**config.mk**
```make
export PLATFORM = sky130hd
export DESIGN_NAME = fp_div_seq
export DESIGN_NICKNAME = d
export VERILOG_FILES = /design/src/rtl/fp_div_seq.sv
export SDC_FILE = /design/constraint.sdc
export NUM_CORES = 1
export LEC_CHECK = 0
export CORE_MARGIN = 2
export CORE_UTILIZATION = 45
export DETAILED_ROUTE_END_ITERATION = 12
export DONT_BUFFER_PORTS = 1
export GPL_ROUTABILITY_DRIVEN = 0
export PLACE_DENSITY_LB_ADDON = 0.25
export SETUP_SLACK_MARGIN = 0.5
export SKIP_LAST_GASP = 1
export SLEW_MARGIN = 10
export SYNTH_ARGS = -nofsm -noshare
export SYNTH_HDL_FRONTEND = slang
export SYNTH_SLANG_ARGS = --single-unit
```
**constraint.sdc**
```tcl
create_clock -name clk -period 8.9 [get_ports clk]
set_clock_uncertainty 0.2 [all_clocks]
set_input_delay 0.89 -clock clk [delete_from_list [all_inputs] [get_ports clk]]
set_output_delay 0.89 -clock clk [all_outputs]
set_load 0.02 [all_outputs]
```
**src/rtl/fp_div_seq.sv**
```systemverilog
// fp_div_seq: iterative IEEE-754 divider (result = operand_a / operand_b).
// One restoring quotient bit per cycle, round-to-nearest-even, flush-to-zero
// subnormals, valid/ready handshake on both sides.
module fp_div_seq #(
  parameter int EXP_W = 8,
  parameter int MAN_W = 23,
  localparam int W = 1 + EXP_W + MAN_W
) (
  input  logic         clk,
  input  logic         rst,
  input  logic         in_valid,
  output logic         in_ready,
  input  logic [W-1:0] operand_a,
  input  logic [W-1:0] operand_b,
  output logic         out_valid,
  input  logic         out_ready,
  output logic [W-1:0] result,
  output logic [4:0]   flags
);

  localparam int EW2   = EXP_W + 2;
  localparam int SW    = MAN_W + 1;
  localparam int RW    = MAN_W + 2;
  localparam int QW    = MAN_W + 3;
  localparam int CNT_W = $clog2(QW);

  localparam logic [EW2-1:0]   BIAS      = EW2'((1 << (EXP_W - 1)) - 1);
  localparam logic [EW2-1:0]   EXP_MAX   = EW2'((1 << EXP_W) - 1);
  localparam logic [CNT_W-1:0] LAST_ITER = CNT_W'(QW - 1);
  localparam logic [W-1:0]     QNAN      = {1'b0, {EXP_W{1'b1}}, 1'b1, {(MAN_W-1){1'b0}}};

  typedef enum logic [2:0] {S_IDLE, S_UNPACK, S_DIVIDE, S_ROUND, S_DONE} state_t;

  state_t           state_q;
  logic [W-1:0]     a_q, b_q;
  logic             sign_q;
  logic [EW2-1:0]   exp_q;
  logic [SW-1:0]    div_q;
  logic [RW-1:0]    rem_q;
  logic [QW-1:0]    quo_q;
  logic [CNT_W-1:0] cnt_q;
  logic [W-1:0]     result_q;
  logic [4:0]       flags_q;
  logic             out_valid_q;

  logic [EXP_W-1:0] ea, eb;
  logic [MAN_W-1:0] fa, fb;
  logic             a_nan, b_nan, a_inf, b_inf, a_zero, b_zero;
  logic             sign_d;
  logic [EW2-1:0]   exp_d;
  logic             spec_hit;
  logic [W-1:0]     spec_res;
  logic [4:0]       spec_flags;

  logic             rem_ge;
  logic [RW-1:0]    rem_sub, rem_d;
  logic [QW-1:0]    quo_d;

  logic [QW-1:0]    quo_norm;
  logic [EW2-1:0]   exp_norm, exp_rnd;
  logic [SW-1:0]    mant;
  logic             guard_bit, sticky_bit, round_up, inexact;
  logic [SW:0]      mant_rnd;
  logic [MAN_W-1:0] frac_rnd;
  logic [W-1:0]     round_res;
  logic [4:0]       round_flags;

  assign in_ready  = (state_q == S_IDLE);
  assign out_valid = out_valid_q;
  assign result    = result_q;
  assign flags     = flags_q;

  // Split captured operands, classify them and resolve the special-case result.
  always_comb begin
    ea     = a_q[W-2 -: EXP_W];
    eb     = b_q[W-2 -: EXP_W];
    fa     = a_q[MAN_W-1:0];
    fb     = b_q[MAN_W-1:0];
    a_nan  = (&ea) & (|fa);
    b_nan  = (&eb) & (|fb);
    a_inf  = (&ea) & ~(|fa);
    b_inf  = (&eb) & ~(|fb);
    a_zero = ~(|ea);
    b_zero = ~(|eb);
    sign_d = a_q[W-1] ^ b_q[W-1];
    exp_d  = {2'b00, ea} - {2'b00, eb} + BIAS;
    spec_hit   = 1'b1;
    spec_res   = '0;
    spec_flags = '0;
    if (a_nan || b_nan || (a_zero && b_zero) || (a_inf && b_inf)) begin
      spec_res   = QNAN;
      spec_flags = 5'b10000;
    end else if (a_inf) begin
      spec_res = {sign_d, {EXP_W{1'b1}}, {MAN_W{1'b0}}};
    end else if (b_zero) begin
      spec_res   = {sign_d, {EXP_W{1'b1}}, {MAN_W{1'b0}}};
      spec_flags = 5'b01000;
    end else if (b_inf || a_zero) begin
      spec_res = {sign_d, {(W-1){1'b0}}};
    end else begin
      spec_hit = 1'b0;
    end
  end

  // One restoring-division step: subtract when possible, shift the partial remainder.
  always_comb begin
    rem_ge  = (rem_q >= RW'(div_q));
    rem_sub = rem_ge ? (rem_q - RW'(div_q)) : rem_q;
    rem_d   = {rem_sub[RW-2:0], 1'b0};
    quo_d   = {quo_q[QW-2:0], rem_ge};
  end

  // Normalise the quotient, round to nearest even and detect range overflow/underflow.
  always_comb begin
    quo_norm   = quo_q[QW-1] ? quo_q : {quo_q[QW-2:0], 1'b0};
    exp_norm   = quo_q[QW-1] ? exp_q : (exp_q - EW2'(1));
    mant       = quo_norm[QW-1:2];
    guard_bit  = quo_norm[1];
    sticky_bit = quo_norm[0] | (|rem_q);
    round_up   = guard_bit & (sticky_bit | mant[0]);
    inexact    = guard_bit | sticky_bit;
    mant_rnd   = {1'b0, mant} + (SW+1)'(round_up);
    if (mant_rnd[SW]) begin
      exp_rnd  = exp_norm + EW2'(1);
      frac_rnd = mant_rnd[MAN_W:1];
    end else begin
      exp_rnd  = exp_norm;
      frac_rnd = mant_rnd[MAN_W-1:0];
    end
    if (!exp_rnd[EW2-1] && (exp_rnd >= EXP_MAX)) begin
      round_res   = {sign_q, {EXP_W{1'b1}}, {MAN_W{1'b0}}};
      round_flags = 5'b00101;
    end else if (exp_rnd[EW2-1] || (exp_rnd == '0)) begin
      round_res   = {sign_q, {(W-1){1'b0}}};
      round_flags = 5'b00011;
    end else begin
      round_res   = {sign_q, exp_rnd[EXP_W-1:0], frac_rnd};
      round_flags = {4'b0000, inexact};
    end
  end

  // Control FSM with registered result, flags and out_valid.
  always_ff @(posedge clk) begin
    if (rst) begin
      state_q     <= S_IDLE;
      out_valid_q <= 1'b0;
      result_q    <= '0;
      flags_q     <= '0;
      cnt_q       <= '0;
    end else begin
      case (state_q)
        S_IDLE: begin
          if (in_valid) begin
            a_q     <= operand_a;
            b_q     <= operand_b;
            flags_q <= '0;
            state_q <= S_UNPACK;
          end
        end
        S_UNPACK: begin
          sign_q <= sign_d;
          exp_q  <= exp_d;
          div_q  <= {1'b1, fb};
          rem_q  <= {1'b0, 1'b1, fa};
          quo_q  <= '0;
          cnt_q  <= '0;
          if (spec_hit) begin
            result_q <= spec_res;
            flags_q  <= spec_flags;
            state_q  <= S_DONE;
          end else begin
            state_q <= S_DIVIDE;
          end
        end
        S_DIVIDE: begin
          rem_q <= rem_d;
          quo_q <= quo_d;
          cnt_q <= cnt_q + CNT_W'(1);
          if (cnt_q == LAST_ITER) state_q <= S_ROUND;
        end
        S_ROUND: begin
          result_q <= round_res;
          flags_q  <= round_flags;
          state_q  <= S_DONE;
        end
        S_DONE: begin
          if (!out_valid_q) begin
            out_valid_q <= 1'b1;
          end else if (out_ready) begin
            out_valid_q <= 1'b0;
            state_q     <= S_IDLE;
          end
        end
        default: state_q <= S_IDLE;
      endcase
    end
  end

endmodule

```
; ---- Word level (Yosys, flattened, before mapping)
; Index checks and enable logic that the tools add are counted.
[word_totals]
regBits = 195
inputBits = 68
output_inout_bits = 39
wordCells = 108
[classes]
n_addsub = 7
order_cmp = 2
eq_ne = 10
muxes = 36
bitwise = 14
reduce_logical = 27
[op_table]
columns = operator, count
row1 = two-way mux 32 bit, 5
row2 = one-hot mux 32 bit (2 select lines), 1
row3 = two-way mux 31 bit, 2
row4 = one-hot mux 26 bit (2 select lines), 1
row5 = one-hot mux 25 bit (2 select lines), 1
row6 = OR reduction 23 bit, 2
row7 = two-way mux 26 bit, 1
row8 = adder 24 x 1 -> 25 bit, 1
row9 = greater-or-equal comparator 25 x 24 -> 1 bit, 1
row10 = OR reduction 25 bit, 1
row11 = two-way mux 24 bit, 1
row12 = subtractor 24 bit, 1
row13 = two-way mux 23 bit, 1
row14 = two-way mux 10 bit, 2
row15 = two-way mux 3 bit, 6
row16 = AND reduction 8 bit, 2
row17 = OR reduction 8 bit, 2
row18 = two-way mux 5 bit, 3
row19 = one-hot mux 3 bit (5 select lines), 1
row20 = one-hot mux 5 bit (3 select lines), 1
row21 = "adder 10 x 1 -> 10 bit, second input constant", 1
row22 = "adder 9 x 8 -> 10 bit, second input constant", 1
row23 = "greater-or-equal comparator 10 x 8 -> 1 bit, second input constant", 1
row24 = zero test 10 bit, 1
row25 = 25 further kinds, 56

; ---- Logic depth before layout (Yosys ltp)
[depth]
ltp_word = 11
ltp_mapped = 20

; ---- Least setup slack after synthesis
; OpenSTA, ideal clock, no wires.
[synth_path]
path_type = input port to flip-flop
start = in rst
end = reg quo_q[0], enable pin
setup_time_ns = 0.523
arrival_time_ns = 4.855
t_required_ns = 8.177
path_slack_ns = 3.323
cell_stages = 3
n_path_buf = 2
path_cell_list = clkbuf_1 > clkbuf_1 > nor3_1
[synth_via]
elab_chain_len = 2
[synth_rtl]
columns = item, line_no
row1 = start: declaration, 10  ; input logic rst,
row2 = NOT 1 bit (no line), --
row3 = AND reduction 2 bit (no line), --
row4 = end signal: assignment, 177  ; quo_q <= quo_d;
row5 = end: declaration, 40  ; logic [QW-1:0] quo_q;
; No other way between the ends.
; A chain may end at the register's enable or synchronous reset.

; ---- Worst setup path in the final report
[layout_path]
start = reg quo_q[25]
end = reg result_q[21], in the netlist result[21]
[layout_via]
elab_chain_len = 11
word_cells_on_any_way = 17
classes_between = add/sub (2) / order compare (1) / mux (7) / bitwise (3) / reduce/logical (4)
[layout_rtl]
columns = item, line_no
row1 = "parallel branches: the longest is 9 deep, another holds adder 24 x 1 -> 25 bit", --
row2 = two-way mux 31 bit (*), 130  ; if (!exp_rnd[EW2-1] && (exp_rnd >= EXP_MAX)) begin
row3 = one-hot mux 32 bit (2 select lines) (*), 151  ; case (state_q)
row4 = end signal: assignment, 168  ; result_q <= spec_res;
row5 = end signal: assignment, 182  ; result_q <= round_res;
row6 = end: declaration, 42  ; logic [W-1:0] result_q;
; Every way passes the cells marked *.

==> impl_results.md <==
* Post-synth cell types at 75
* DRT iter0 DRCs at 549
* Cell area after synthesis at 10900 µm²
* Die width at around 160 µm
* H-Tree Depth at 4
* Final slew viol count at 0
* Yosys warns at 0
* Data required, critical path at approximately 9 ns
* Worst Setup Slack, final at ~4.3 ns
* Worst setup EP type: flip-flop
* CP Class: reg -> reg
* Synth top area share at 0.412
* CTS max path bufs at 2
* CTS tree: built
* Clock transition at path regs at ~0.080 ns
* Wire per inst at 17.2 µm
* Cells after Synth at about 1.1k
* Post-synthesis sequential area ratio at 0.497
* Layout Nets at 1160
* Largest net degree at the start of global routing at ~60
* Achievable Freq at approximately 220 MHz
* Placed cell count at approximately 1.4k
* Static leakage at between 4 and 5 nW
* Maxcap violations at 0
* Total negative slack at 0 ns
* Synth area leaders: edfxtp_1 (41%), dfxtp_1 (8.5%), ha_1 (4.3%), nand2_1 (3.9%), xnor2_1 (3.7%)
* Core area at between 20000 and 25000 µm²
* Clock sinks at around 200
* Post-Route Utilization at 0.501
* Post-cts resize count at 0
* Starting Density at 0.460
* Number of synthesized flops with an enable pin at 149
* Global-route wire length before repair at roughly 39 mm
* Status: completed
* Grt total ovfl at 0
* Yosys reg bits at between 150 and 200
* Die Y at 159 µm
* Cts hold-fix bufs at 0
* Cell Pwr Density at ~180 nW/µm²
* FP Rows at 56
* RSZ-0062 raised after global routing: no
* Largest area contributor in the netlist: edfxtp_1
* Worst skew pair latency at 0.45 ns
* Drt via density at 5.56
* GRT Overall Usage at 0.191
* Ratio of cells with drive above 1 in the final layout at 0.0713
* Worst vdd ir at 0.105 mV
* Hold_ws at approximately 0.25 ns
* DRT Wirelength at 23.9 mm
* Area Overhead vs Synth at 8.97%
* Crit path time final at roughly 4.6 ns
* Primary FF master, synth: edfxtp_1
* Clock Tree Root: clkbuf_16
* Post-CTS Setup Inserts at 0
* Hold Path Class: reg -> reg
* Final Cell Area at 11800 µm²
* Total Power at about 2.1 mW
* List of most frequent post-synthesis cells: edfxtp_1 (149), nand2_1 (114), nor2_1 (78), a21oi_1 (69), o21ai_0 (63)
* Crit path DAT at ~4.8 ns
* Num CTS Buffers at 17
* Detailed Place HPWL at 17.4 mm
* Tcrit/Tclk final at 0.521
* N_diodes at 0
* Slew at the pin closest to its max-slew limit at approximately 1.1 ns
* Non-filler cells, final at between 1k and 1.5k
* DRT antenna net count at 0
* Drt pass-1 iters at 5
* Critical Path Fanout Max at 50
* Initial antenna violation count at 0
* Post-route DRC at 0
* Placement Setup Slack at roughly 4.3 ns
* Final Hold Fails at 0
* Ports at 107
* Most common cell in the netlist: edfxtp_1
* Vias at between 7k and 8k
* Final setup vio count at 0
* Vias in the first global route at ~7.3k
* FFs w/ async S/R, synth at 0
* Post-Syn Area per Cell at around 10 µm²
* Startpoint Class: flip-flop
* Total nets after synthesis at around 1.2k
* Placed inst area at around 11000 µm²
* Slew HR at 0.261
* Die area at approximately 25000 µm²
* PortBufs at 0
## layer usage
layer	GRT usage	routed length (µm)	vias to the layer above
li1	-	-	3868
met1	0.257	11400	3643
met2	0.307	10900	169
met3	0.0419	1090	25
met4	0.0607	451	0
met5	0	0	-
## kinds of logic after synthesis
kind of cell	count (synthesis)	share of synthesized area
buffers and inverters	97	0.0365
and+or+nand+nor	383	0.183
adders and majority gates	39	0.0463
muxes	24	0.0222
xor gates and xnor gates	82	0.0661
AOI/OAI and AO/OA	246	0.150
DFF	195	0.497
## power by group
group / total [mW] / internal (mW) / leakage, nW / switching (mW)
Clock: 0.847 / 0.462 / 0.321 / 0.385
Combinational: 0.234 / 0.0904 / 2.17 / 0.144
Sequential: 1.06 / 1.03 / 1.75 / 0.0373
## sequential cells by signal, indices dropped and copies added, names as in the netlist
name       count
a_q           32
quo_q         26
b_q           32
div_q         23
rem_q         25
sign_q         1
state_q        3
exp_q         10
cnt_q          5
result        32
out_valid      1
flags          5
## layout make-up
type                       count  area [µm²]
fill                        2174       11800
sequential                   195        5400
multi-input combinational    774        5100
clock buffer                  17         425
tap                          319         399
clock inverter                15         238
inverter                      54         203
timing repair buffer          11        82.6
## cells in the final DEF (no fill, tap or decap), types with 12 or more instances in the layout
cell type,count
nor3_1,16
clkbuf_16,17
and3_1,12
mux2i_1,23
inv_1,53
xor2_1,36
dfxtp_1,46
o21ai_0,63
nand2_1,114
xnor2_1,46
nor2_1,76
nor2b_1,13
a21o_1,12
nand4_1,15
and2_1,30
edfxtp_1,149
a21oi_1,69
nor4_1,28
nand3_1,26
o21a_1,12
ha_1,37
## final timing paths
path | startpoint | to | slack (ns) | cells after the start
max reg2reg | quo_q[25] | result[21] | 4.26 | 14
min reg2reg | b_q[6] | div_q[6] | 0.25 | 0
max | quo_q[25] | result[21] | 4.26 | 14
min | b_q[6] | div_q[6] | 0.25 | 0
## worst max-delay path: stages (launching register included)
cell and delay [ns]:
edfxtp_1 0.64, buf_4 0.56, nand2_1 0.10, a21boi_0 0.19, ha_1 0.20, nand2_1 0.10, nor4b_2 0.28, buf_4 0.23
nand4_2 0.22, or3b_1 0.44, a211o_1 0.31, a221oi_2 0.28, nor4b_4 0.10, and4b_1 0.39, a22o_1 0.29
Power figures use the tool's default switching activity.
